[src/rtl/scan_pkg.sv]
// Shared definitions for the display scan path: mode encodings and a
// one-hot helper sized for the largest supported channel count.
package scan_pkg;

    localparam logic MODE_AUTO    = 1'b0;
    localparam logic MODE_MANUAL  = 1'b1;
    localparam int   MAX_CHANNELS = 16;

    // Callers slice the low 'channels' bits of the result.
    function automatic logic [MAX_CHANNELS-1:0] onehot(input int unsigned index,
                                                       input int unsigned channels);
        logic [MAX_CHANNELS-1:0] result;
        result = '0;
        if ((index < channels) && (index < MAX_CHANNELS)) begin
            result = MAX_CHANNELS'(1) << index;
        end
        return result;
    endfunction

endpackage

[src/rtl/scan_mux_tick_gen.sv]
// Free-running prescaler: pulses tick once every DIV cycles of 'run'.
// 'clr' restarts the count and suppresses the tick in that cycle.
module tick_gen #(
    parameter int DIV = 100000
) (
    input  logic clk,
    input  logic rst_n,
    input  logic run,
    input  logic clr,
    output logic tick
);

    localparam int CW = (DIV > 1) ? $clog2(DIV) : 1;

    logic [CW-1:0] count;
    logic          at_end;

    generate
        if (DIV < 2) begin : g_div_check
            $error("tick_gen: DIV must be at least 2");
        end
    endgenerate

    assign at_end = (count == CW'(DIV - 1));
    assign tick   = run & ~clr & at_end;

    always_ff @(posedge clk or negedge rst_n) begin
        if (!rst_n) begin
            count <= '0;
        end else if (clr) begin
            count <= '0;
        end else if (run) begin
            count <= at_end ? '0 : count + 1'b1;
        end
    end

endmodule

[src/rtl/scan_mux.sv]
// Time-multiplexed display multiplexer: auto-scans or statically selects one
// of CHANNELS values, with a blank cycle on every digit switch.
module scan_mux
    import scan_pkg::*;
#(
    parameter  int WIDTH    = 4,
    parameter  int CHANNELS = 4,
    parameter  int DIV      = 100000,
    localparam int SEL_W    = $clog2(CHANNELS)
) (
    input  logic                      clk,
    input  logic                      rst_n,
    input  logic                      en,
    input  logic                      mode,
    input  logic [SEL_W-1:0]          sel_in,
    input  logic [CHANNELS*WIDTH-1:0] data_in,
    input  logic [CHANNELS-1:0]       blank_mask,
    output logic [WIDTH-1:0]          data_out,
    output logic [SEL_W-1:0]          sel_out,
    output logic [CHANNELS-1:0]       digit_en,
    output logic                      frame_tick
);

    logic [SEL_W-1:0]        idx;
    logic [SEL_W-1:0]        idx_next;
    logic                    guard;
    logic                    mode_q;
    logic                    mode_chg;
    logic                    run;
    logic                    tick;
    logic [MAX_CHANNELS-1:0] oh;

    generate
        if ((CHANNELS < 2) || (CHANNELS > MAX_CHANNELS)) begin : g_ch_check
            $error("scan_mux: CHANNELS must be in 2..16");
        end
    endgenerate

    assign mode_chg = (mode != mode_q);
    assign run      = en && (mode == MODE_AUTO);
    assign oh       = onehot(32'(idx), CHANNELS);

    // A mode change clears the prescaler and masks a coincident tick.
    tick_gen #(.DIV(DIV)) u_tick_gen (
        .clk   (clk),
        .rst_n (rst_n),
        .run   (run),
        .clr   (mode_chg),
        .tick  (tick)
    );

    always_comb begin
        idx_next = idx;
        if (en) begin
            if (mode == MODE_MANUAL) begin
                if (int'(sel_in) < CHANNELS) begin
                    idx_next = sel_in;
                end
            end else if (tick) begin
                idx_next = (idx == SEL_W'(CHANNELS - 1)) ? '0 : idx + 1'b1;
            end
        end
    end

    // guard delays the new one-hot by a cycle so two digits never overlap.
    always_ff @(posedge clk or negedge rst_n) begin
        if (!rst_n) begin
            mode_q     <= MODE_AUTO;
            idx        <= '0;
            guard      <= 1'b0;
            data_out   <= '0;
            sel_out    <= '0;
            digit_en   <= '0;
            frame_tick <= 1'b0;
        end else begin
            mode_q     <= mode;
            idx        <= idx_next;
            guard      <= (idx_next != idx);
            data_out   <= data_in[int'(idx)*WIDTH +: WIDTH];
            sel_out    <= idx;
            digit_en   <= (!en || guard || blank_mask[idx]) ? '0 : oh[CHANNELS-1:0];
            frame_tick <= tick && (idx == SEL_W'(CHANNELS - 1));
        end
    end

endmodule

[config.mk]
export PLATFORM = sky130hd
export DESIGN_NAME = scan_mux
export DESIGN_NICKNAME = d
export VERILOG_FILES = /design/src/rtl/scan_pkg.sv /design/src/rtl/scan_mux_tick_gen.sv /design/src/rtl/scan_mux.sv
export SDC_FILE = /design/constraint.sdc
export NUM_CORES = 1
export LEC_CHECK = 0
export ABC_CLOCK_PERIOD_IN_PS = 5600
export BUFFER_PORTS_ARGS = -buffer_cell sky130_fd_sc_hd__buf_2
export CORE_ASPECT_RATIO = 1.25
export CORE_MARGIN = 2
export CORE_UTILIZATION = 52
export DETAILED_ROUTE_END_ITERATION = 10
export PLACE_DENSITY = 0.8
export SYNTH_ARGS = -nofsm -noshare
export SYNTH_HDL_FRONTEND = slang
export SYNTH_SLANG_ARGS = --single-unit
[constraint.sdc]
create_clock -name clk -period 5.6 [get_ports clk]
set_input_delay 0.84 -clock clk [delete_from_list [all_inputs] [get_ports clk]]
set_output_delay 0.84 -clock clk [all_outputs]
set_load 0.05 [all_outputs]
After elaboration in Yosys (flattened, before gate mapping):

Cells that the tools add are included.

* $add $sub $neg: 2
* order comparisons: 1
* equality and inequality tests: 4
* bitwise logic cells: 4
* mux-type cells: 10
* shifts and indexed selects: 2
* reduce and logical (&&, ||, !) cells: 6

Operator list (number)
* 17-bit two-way mux: 3
* 17-bit by 1-bit adder with 17-bit output, second input constant: 1
* 17-bit == test, second input constant: 1
* 16-bit by 5-bit indexed part select with 4-bit output: 1
* 2-bit two-way mux: 4
* 4-bit two-way mux: 1
* 1-bit by 2-bit left shift with 4-bit output, first input constant: 1
* 2-bit by 3-bit < comparator with 1-bit output, second input constant: 1
* 2-bit by 1-bit adder with 2-bit output, second input constant: 1
* 1-bit AND: 2
* 1-bit binary-select mux with 2-bit select: 1
* 2-bit == test, second input constant: 1
* 1-bit logical AND: 2
* 1-bit logical OR: 2
* 2-bit inequality test: 1
* 1-bit inverter: 2
* 2-bit nonzero test: 1
* 1-bit logical NOT: 1
* 1-bit two-way mux: 1
* 1-bit inequality test: 1

* word-level logic and storage cells: 37
* register bits after elaboration: 32
* input bits: 26
* output and inout port bits: 11

Logic depth before layout (Yosys ltp):

* word-level depth: 8
* mapped depth: 6

Hierarchy:

Synthesis repeated with hierarchy kept, for this count alone.

* cell total of the unflattened synthesis: 170
* area total of the unflattened synthesis: 1826.8 µm²

By module, submodules not included
* tick_gen: area each 1074.8 µm², cells each 116, instances 1
* scan_mux: area each 752.0 µm², cells each 54, instances 1

Least setup slack after synthesis:

No wires, ideal clock.

* kind: input to register
* start point: input mode
* end point: register u_tick_gen.count[9]
* library setup time: 0.082 ns
* stages on the path: 5
* slack: 3.523 ns
* buffers on the path: 2
* data arrival time: 1.995 ns
* cells stage by stage: buf_6 > or3b_1 > buf_2 > or3_1 > a31oi_1

* longest elaborated chain between the ends: 3

Ends and longest elaborated chain
* from (decl): line scan_mux.sv:14 `input logic mode,`
* 1-bit inverter: line scan_mux.sv:40 `assign run = en && (mode == MODE_AUTO);`
* 1-bit logical AND: line scan_mux.sv:40
* 2-bit nonzero test (no source line)
* to (signal assigned): line scan_mux_tick_gen.sv:33 `count <= at_end ? '0 : count + 1'b1;`
* to (decl): line scan_mux_tick_gen.sv:15 `logic [CW-1:0] count;`

Several ways; a longest one is shown, not always the timed one.
A chain may end at the register's enable or synchronous reset.

Worst setup path after layout:

* start point: register u_tick_gen.count[0]
* end point: register u_tick_gen.count[10]

* longest elaborated chain between the ends: 4

Ends and longest elaborated chain
* 17-bit by 1-bit adder with 17-bit output / 17-bit == test (equally long branches): line scan_mux_tick_gen.sv:33, scan_mux_tick_gen.sv:24
* 17-bit two-way mux *: line scan_mux_tick_gen.sv:33
* 17-bit two-way mux *: line scan_mux_tick_gen.sv:32 `end else if (run) begin`
* 17-bit two-way mux *: line scan_mux_tick_gen.sv:30 `end else if (clr) begin`

Every way passes the cells marked *; elsewhere a longest branch is shown, timed or not. The select of a mux whose other input is x is not followed.

==> metrics.md <==
| Metric | Value |
|---|---|
| Status | finished, final reports clean |
| Cts hold-fix bufs | 0 |
| Switching part of the total | a little under a third |
| Most used DFF post-synth | dfrtp_1 |
| Placed cell area | about 2000 sq um |
| Peak fanout along the critical path | 16 |
| Drt via density | 6.35 |
| Global placer's final weighted congestion | 0.856 |
| Layout cells sized above 1 | a little under a quarter |
| Final Hold Vio Count | 0 |
| Synth cell types | 45 |
| CTS tree | done |
| Clk slew on worst S/H paths | 70 ps |
| Area grow syn2layout | 12.5% |
| Minimum clock period | around 2400 ps |
| Critical Path AT | ~2600 ps |
| Worst vdd ir | 0.225 mV |
| Pint | around 370 uW |
| TNS Setup | 0 ps |
| I/O Buffers | 36 |
| RSZ-0062 raised after global routing | no |
| Initial core utilization | 53.7% |
| Worst-Margin Slew | 1190 ps |
| WL/cell | 16.4 microns |
| Period utilization | a little over two fifths |
| Clock Path Buffers | 2 |
| Via count | approximately 1600 |
| Worst Hold Depth | 1 |
| H-tree levels | 2 |
| Total global-route track usage | a little under a quarter |
| Die H | 70.8 microns |
| Power density over the cells | between 200 and 300 nW/um^2 |
| Core Area | ~3500 sq um |
| Post-Route M1 WL | between 1500 and 2000 microns |
| First-pass GRT wire length | between 7000 and 8000 microns |
| Worst R2R Path Depth | 5 |
| Nets | between 200 and 250 |
| Asr flop ratio synth | 100% |
| CTS sink cnt | 32 |
| Worst relative slew slack | between 20% and 30% |
| Cell Rows | 24 |
| Max_cap viols | 0 |
| HP Class | flop to flop |
| Final Skew | between 7 and 8 ps |
| Largest net degree at the start of global routing | 33 |
| Met2 wire len | about 2200 microns |
| Total grt overflow | 0 |
| Die W | ~57 microns |
| Post-Syn Nets | roughly 220 |
| Design Area, Final | around 2100 sq um |
| Gate power share | between 10% and 20% |
| Seq/Total Area, Yosys | a little over two fifths |
| Routed length on met3 | between 200 and 250 microns |
| DRC | 0 |
| Setup violations, final | 0 |
| Mapped Area | ~1900 sq um |
| Crit path launch type | flop |
| Total wire length | roughly 4200 microns |
| Num ports | 37 |
| Clock share of power | about a third |
| Most common cell after layout, fill and taps aside | buf_2 |
| CTS resizes | 0 |
| Switching Power | around 170 uW |
| Worst r2r dst | u_tick_gen.count[10] |
| Worst EP required | roughly 5800 ps |
| P_leak | ~0.00093 uW |
| Upper clock frequency limit | ~420 MHz |
| Worst skew pair latency | 290 ps |
| CP endpoint kind | flop |
| ANT cells | 0 |
| DP Wirelength | approximately 3000 microns |
| DRT iter0 DRCs | 90 |
| Drt pass-1 iters | 4 |
| Worst reg-to-reg setup slack | between 3000 and 4000 ps |
| Number of global-route vias before repair | roughly 1600 |
| TritonCTS Buffers | 5 |
| Syn Inst Count | between 150 and 200 |
| Worst hold endpoint | u_tick_gen.count[14] |
| Reg power frac | approximately half |
| R2R Path Start | u_tick_gen.count[0] |
| # Post-CTS Setup Buffers | 0 |
| Top Metal Used | met4 |
| Final Total Pwr | between 500 and 600 uW |
| Critical path type | flop to flop |
| Post-route ant nets | 0 |
| Yosys warning count | 0 |
| Mean Syn Cell Area | between 9 and 10 sq um |
| Worst Hold Launch | u_tick_gen.count[14] |
| Commonest non-fill, non-tap cells in the layout | buf_2 (36), dfrtp_1 (32), a31oi_1 (15), nor2_1 (12), nand2_1 (12) |
| Post-synth EDFFs | 0 |
| Initial antenna violation count | 0 |
| CTS root buf | clkbuf_8 |
| Fin. max-slew vios | 0 |
| DIE AREA | 4060 sq um |
| FF+latch count, synth | 32 |
==> cell usage after synthesis (all sizes together), types with 2 or more instances <==
cell type  count  share of area, %
dfrtp         32                43
a31oi         15               5.1
nand2         12               2.4
nand4         12               4.9
nor2          12               2.4
nand3         11               3.0
inv           10               2.0
buf            6               2.7
nor3           6               1.6
o21ai          6               1.6
or3            6               2.0
clkbuf         5               1.6
ha             5               3.4
nor4           5               1.7
and2           4               1.3
mux4           4               4.9
and3           3               1.0
and4           3               1.4
xor2           3               1.4
a21oi          2              0.54
mux2i          2               1.1
nor4bb         2               1.1
o2bb2ai        2              0.94
o31a           2              0.94
==> critical path, cell delays in order, from the launching register on <==
cell and delay [ps]:
dfrtp_1 410, ha_1 290, and4_1 300, nand4_1 580
and4_1 460, a221o_1 260
==> how the worst max path moves through the flow <==
stage                                      end  depth (start not counted)  slack, ps                start
after CTS                 u_tick_gen.count[10]                          5       3220  u_tick_gen.count[0]
after detailed placement  u_tick_gen.count[10]                          4       3170                 mode
final                     u_tick_gen.count[10]                          5       3190  u_tick_gen.count[0]
after global routing      u_tick_gen.count[10]                          5       2980  u_tick_gen.count[0]
after global placement    u_tick_gen.count[10]                          4       3170                 mode
after floorplan            u_tick_gen.count[9]                          5       3520                 mode
==> flip-flops by register name (all words and copies together) (netlist names) <==
name	count
data_out	4
u_tick_gen.count	17
digit_en	4
mode_q	1
sel_out	2
idx	2
frame_tick	1
guard	1
==> power groups by stage <==
| stage | Combinational, uW | Sequential, uW | Clock (uW) |
|---|---|---|---|
| 3_5_place_dp | 106 | 266 | 0 |
| 2_1_floorplan | 50.5 | 291 | 0 |
| 4_1_cts | 106 | 262 | 173 |
| 6_report | 105 | 262 | 171 |
| 3_3_place_gp | 104 | 266 | 0 |
| 5_1_grt | 116 | 264 | 181 |
==> routing by layer <==
layer  vias up  GRT usage [%]
met5         -              0
met4         0           12.4
met3         9           6.40
met2        56           38.0
met1       793           27.6
li1        773              -
==> metrics by stage <==
| step | std cells | hold slack [ps] | utilization [%] | setup slack [ps] |
|---|---|---|---|---|
| final | 257 | 546 | 60.4 | 3190 |
| after floorplan | 186 | 399 | - | 3520 |
| after global routing | 257 | 555 | 60.4 | 2980 |
| after detailed placement | 250 | 533 | 58.2 | 3170 |
| after global placement | 250 | 526 | 58.2 | 3170 |
| after CTS | 257 | 538 | 60.4 | 3220 |
==> area by class of cell <==
type / instances / area (sq um)
clock buffers: 6 / 72.6
flip-flops and latches: 32 / 801
fillers: 283 / 1370
clock inverters: 1 / 5.00
well taps: 39 / 48.8
repair buffers: 36 / 180
inverters: 10 / 37.5
multi-input cells: 133 / 941
==> logic make-up after synthesis <==
logic type      after synthesis  share of synthesized area, %
compound gates               37                          13.9
xor+xnor                      3                          1.42
fa+ha+maj                     5                          3.37
buf+inv                      21                          6.34
flops                        32                          43.2
mux                           6                          5.94
simple gates                 82                          25.8
Note: power is estimated with default switching activity, not from simulation.
